`src/rtl/sipo_pkg.sv`:
```
// Shared constants for the serial receive/transmit datapath.
// The bit-order pair is reused by the matching serializer.
package sipo_pkg;

    localparam int DEF_WIDTH = 8;
    localparam int DEF_CW    = 3;

    localparam logic ST_EMPTY   = 1'b0;
    localparam logic ST_PARTIAL = 1'b1;

    localparam bit BIT_ORDER_MSB = 1'b1;
    localparam bit BIT_ORDER_LSB = 1'b0;

endpackage

```
`src/rtl/sipo_shreg.sv`:
```
// WIDTH-bit shift register with selectable bit order, shift enable and
// synchronous clear. Exposes the next-state value so the caller can capture
// a word together with its final bit.
module sipo_shreg #(
    parameter int WIDTH     = 8,
    parameter bit MSB_FIRST = 1'b1
) (
    input  logic             clk,
    input  logic             reset_n,
    input  logic             clear,
    input  logic             shift_en,
    input  logic             s_in,
    output logic [WIDTH-1:0] sh_next
);

    logic [WIDTH-1:0] sh;

    // NOTE: give every always_comb output a default first so no latch is inferred.
    always_comb begin
        sh_next = sh;
        if (shift_en) begin
            if (MSB_FIRST)
                sh_next = {sh[WIDTH-2:0], s_in};
            else
                sh_next = {s_in, sh[WIDTH-1:1]};
        end
    end

    // NOTE: clocked state uses non-blocking assignments only, to avoid races.
    always_ff @(posedge clk or negedge reset_n) begin
        if (!reset_n)
            sh <= '0;
        else if (clear)
            sh <= '0;
        else
            sh <= sh_next;
    end

endmodule

```
`src/rtl/sipo8_rx.sv`:
```
// Serial-in/parallel-out receiver: assembles WIDTH-bit words from a 1-bit
// stream and hands them out through a double-buffered valid/ready port.
module sipo8_rx
    import sipo_pkg::*;
#(
    parameter int WIDTH     = DEF_WIDTH,
    parameter int CW        = DEF_CW,
    parameter bit MSB_FIRST = BIT_ORDER_MSB
) (
    input  logic             clk,
    input  logic             reset_n,
    input  logic             clear,
    input  logic             s_valid,
    input  logic             s_in,
    input  logic             d_ready,
    output logic [WIDTH-1:0] d_out,
    output logic             d_valid,
    output logic [CW-1:0]    bit_cnt,
    output logic             overrun
);

    logic             st;
    logic             shift_en;
    logic             complete;
    logic             load;
    logic             drop;
    logic [WIDTH-1:0] sh_next;

    // clear wins over an incoming bit, discarding it.
    assign shift_en = s_valid && !clear;
    assign complete = shift_en && (bit_cnt == CW'(WIDTH - 1));
    assign load     = complete && (!d_valid || d_ready);
    assign drop     = complete && d_valid && !d_ready;

    sipo_shreg #(
        .WIDTH     (WIDTH),
        .MSB_FIRST (MSB_FIRST)
    ) u_shreg (
        .clk      (clk),
        .reset_n  (reset_n),
        .clear    (clear),
        .shift_en (shift_en),
        .s_in     (s_in),
        .sh_next  (sh_next)
    );

    always_ff @(posedge clk or negedge reset_n) begin
        if (!reset_n) begin
            st      <= ST_EMPTY;
            bit_cnt <= '0;
        end else if (clear) begin
            st      <= ST_EMPTY;
            bit_cnt <= '0;
        end else if (shift_en) begin
            if (complete) begin
                st      <= ST_EMPTY;
                bit_cnt <= '0;
            end else begin
                st      <= ST_PARTIAL;
                bit_cnt <= (st == ST_EMPTY) ? CW'(1) : bit_cnt + CW'(1);
            end
        end
    end

    // NOTE: the output buffer is a handful of flops, so it is reset like any other state.
    always_ff @(posedge clk or negedge reset_n) begin
        if (!reset_n) begin
            d_out   <= '0;
            d_valid <= 1'b0;
            overrun <= 1'b0;
        end else begin
            if (load) begin
                d_out   <= sh_next;
                d_valid <= 1'b1;
            end else if (d_ready) begin
                d_valid <= 1'b0;
            end

            if (clear)
                overrun <= 1'b0;
            else if (drop)
                overrun <= 1'b1;
        end
    end

endmodule

```
`config.mk`:
```
export PLATFORM = sky130hd
export DESIGN_NAME = sipo8_rx
export DESIGN_NICKNAME = d
export VERILOG_FILES = /design/src/rtl/sipo_pkg.sv /design/src/rtl/sipo_shreg.sv /design/src/rtl/sipo8_rx.sv
export SDC_FILE = /design/constraint.sdc
export NUM_CORES = 1
export LEC_CHECK = 0
export BUFFER_PORTS_ARGS = -buffer_cell sky130_fd_sc_hd__buf_2
export CAP_MARGIN = 0
export CORE_MARGIN = 5
export CORE_UTILIZATION = 55
export CTS_BUF_LIST = sky130_fd_sc_hd__clkbuf_8
export DETAILED_ROUTE_END_ITERATION = 16
export HOLD_SLACK_MARGIN = 0.15
export PLACE_DENSITY_LB_ADDON = 0.15
export REMOVE_ABC_BUFFERS = 1
export SYNTH_ARGS = -nofsm -noshare
export SYNTH_HDL_FRONTEND = slang
export SYNTH_SLANG_ARGS = --single-unit
```
`constraint.sdc`:
```
create_clock -name clk -period 2.5 [get_ports clk]
set_clock_uncertainty 0.15 [all_clocks]
set_input_delay 0.25 -clock clk [delete_from_list [all_inputs] [get_ports clk]]
set_output_delay 0.25 -clock clk [all_outputs]
set_load 0.02 [all_outputs]
```
==> impl_metrics.toml <==
[timing]
hold_ws_ns = 0.200
grt_setup_unrepaired = "false"
drv_slew = 0
fmax_ghz = 0.518
setup_viol = 0
worst_slew_pin_slew_ns = 0.474
max-slew-margin-rel = 0.684
period_minus_slack_ns = 1.93
finalHoldViolCount = 0
fin_crit_sh = 0.772
setup_tns_ns = 0

[worst_setup_path]
critPathBufInv = 0
cp_max_fo = 8
critPathArrivalTime_ns = 1.92
critPathMostFrequentCell = "ha_1"
crit_type = "reg -> reg"
slowest_delay_ns = 0.39
setup.worst_path.start_class = "flip-flop"
end_kind = "flip-flop"
required_ns = 2.49
critical_path.cell_chain = "ha_1 > ha_1 > nand2_4 > nor3_4 > mux2_2"
path_delay_family = "adder cells"
crit_slowest_cell = "dfrtp_1"

[status]
status = "finished, final reports clean"

[synthesis]
yosys_warnings = 0
yosysMostFrequentCell = "dfrtp_1"
ys_top_cells_by_count = "22 x dfrtp_1, 12 x mux2_2, 11 x nor2_1, 9 x mux2i_1, 3 x a21oi_1"
synth_top_flop_cell = "dfrtp_1"
synth_area_per_cell_um2 = 13.1
syn_area_mm2 = 0.00105
ys_ff_latch = 22
ys_types = 21
netlist_instances = 80
synth_edf_count = 0
synth-async-reset-ratio = 1.00
synth_top_area_share = 0.524
synth_top_area_cell = "dfrtp_1"
ys_top_cells_by_area = "dfrtp_1 52%, mux2_2 13%, mux2i_1 8.6%"
ys_seq_area_frac = 0.524

[placed_design]
dp_hpwl_um = 1240
gp_congestion = 0.688
port_buffers = 18

[die]
ios = 19
die_x_um = 53.7
die_h_um = 53.7
die_area_mm2 = 0.00288
rows = 15
core_mm2 = 0.00176
start_util = 0.595

[global_route]
grt_pass1_wl_um = 3180
grt_max_degree = 23
grt_pass1_vias = 666
antenna_found_initial = 0
overflow = 0
grt_util_all_layers = 0.153

[clock_tree]
clk_path_buf_depth = 2
clkTransAtPathRegs_ns = 0.08
cts_root_buffer = "clkbuf_8"
cts_sinks = 22
cts_tree = "built"
cts_inserted_buffers = 3
htree_levels = 1
clock_latency_ns = 0.25

[hold_path]
hp-class = "in -> reg"

[drt]
ant_nets = 0
post-route-drc-count = 0
finalWirelength_um = 1780
drtIter0Drc = 6
routed_via_density = 5.12
vias = 645
dr.pass1.iters = 3
post_drt_wl_per_cell_um = 14.1

[layout]
multiInputGateArea_um2 = 468
fin_util = 0.702
layout-drive-gt1-share = 0.406
regArea_um2 = 551
synthToLayoutAreaGrowth_pct = 18.0
diodes = 0
final_nets = 110
n_fill_cell = 144

[power]
p_per_area_mw_per_mm2 = 595
vdd_drop_max_mv = 0.362
finalPower_mw = 0.737
power_leakage_nw = 0.668

[flow_run]
cap_violations = 0
[path summary, 6_finish.rpt]
path,endpoint,slack [ns],cells after the start,start
worst min-delay path,d_valid,0.20,3,d_ready
max in group asynchronous,u_shreg.sh[1],1.53,2,reset_n
min in group asynchronous,bit_cnt[2],0.34,2,reset_n
worst max register to register,d_out[3],0.57,5,bit_cnt[0]
worst min register to register,overrun,0.36,2,overrun
worst max-delay path,d_out[3],0.57,5,bit_cnt[0]
[placed cells by master (no fill, tap or decap)]
| master | Yosys | routed |
|---|---|---|
| nand2b_1 | 2 | 2 |
| dlygate4sd3_1 | 0 | 2 |
| a21oi_1 | 3 | 3 |
| ha_1 | 2 | 2 |
| nand3_1 | 2 | 2 |
| nor2_1 | 11 | 11 |
| mux2_1 | 2 | 2 |
| nand2b_4 | 1 | 1 |
| nor2b_1 | 2 | 2 |
| o21bai_1 | 1 | 1 |
| buf_2 | 1 | 18 |
| dfrtp_1 | 22 | 22 |
| nor2b_4 | 1 | 1 |
| buf_4 | 0 | 1 |
| nand2_4 | 1 | 1 |
| mux2_2 | 12 | 12 |
| clkbuf_8 | 0 | 3 |
| a31oi_1 | 1 | 1 |
| mux2i_1 | 9 | 9 |
| o21ai_0 | 1 | 1 |
| bufinv_16 | 0 | 1 |
| mux2_4 | 2 | 2 |
| nor3_4 | 1 | 1 |
[routing by layer]
metal / routed length, um / track usage / vias to the layer above
met2: 903 / 0.250 / 12
met3: 55 / 0.0249 / 2
met1: 807 / 0.212 / 310
li1: - / - / 321
met4: 8 / 0.0383 / 0
met5: 0 / 0 / -
[kinds of logic after synthesis]
logic type	synth area share
adder cells (fa/ha/maj)	0.0238
AO/OA/AOI/OAI	0.0322
multiplexers	0.265
AND/OR/NAND/NOR	0.125
buffers and inverters	0.0298
flip-flops	0.524
[layout make-up]
type | instances | share of cell area
Sequential cell | 22 | 0.444
Multi-Input combinational cell | 54 | 0.378
Timing Repair Buffer | 21 | 0.0949
Clock buffer | 3 | 0.0333
Tap cell | 25 | 0.0253
Clock inverter | 1 | 0.0242
[through the flow]
step           instance area (um2)  worst slack [ns]  cells
6_report                      1240             0.570    126
2_1_floorplan                 1020             0.639     76
3_5_place_dp                  1150             0.562    120
5_1_grt                       1240             0.430    126
4_1_cts                       1240             0.547    126
3_3_place_gp                  1150             0.662    120
[worst register-to-register path: cells and delay by family (launching register included)]
kind	cells	cell delay, ns
adder cells (fa/ha/maj)	2	0.44
flip-flops	1	0.39
multiplexers	1	0.39
AND/OR/NAND/NOR	2	0.44
[flip-flops by register name (all words and copies together) (netlist names)]
register / cells
bit_cnt: 3
d_out: 8
st: 1
overrun: 1
d_valid: 1
u_shreg.sh: 8
[where the power goes]
part | total (mW) | internal [mW] | switching, mW
clock network | 0.323 | 0.213 | 0.109
registers | 0.364 | 0.360 | 0.00410
logic | 0.0498 | 0.0208 | 0.0290
total | 0.737 | 0.594 | 0.143
[repair_timing]
| item | in CTS | in global routing |
|---|---|---|
| endpoints found under the hold margin | 23 | 0 |
| hold buffers | 2 | 0 |
| resized for setup | 0 | 0 |
| setup buffers | 0 | 0 |
(Power assumes the default switching activity.)
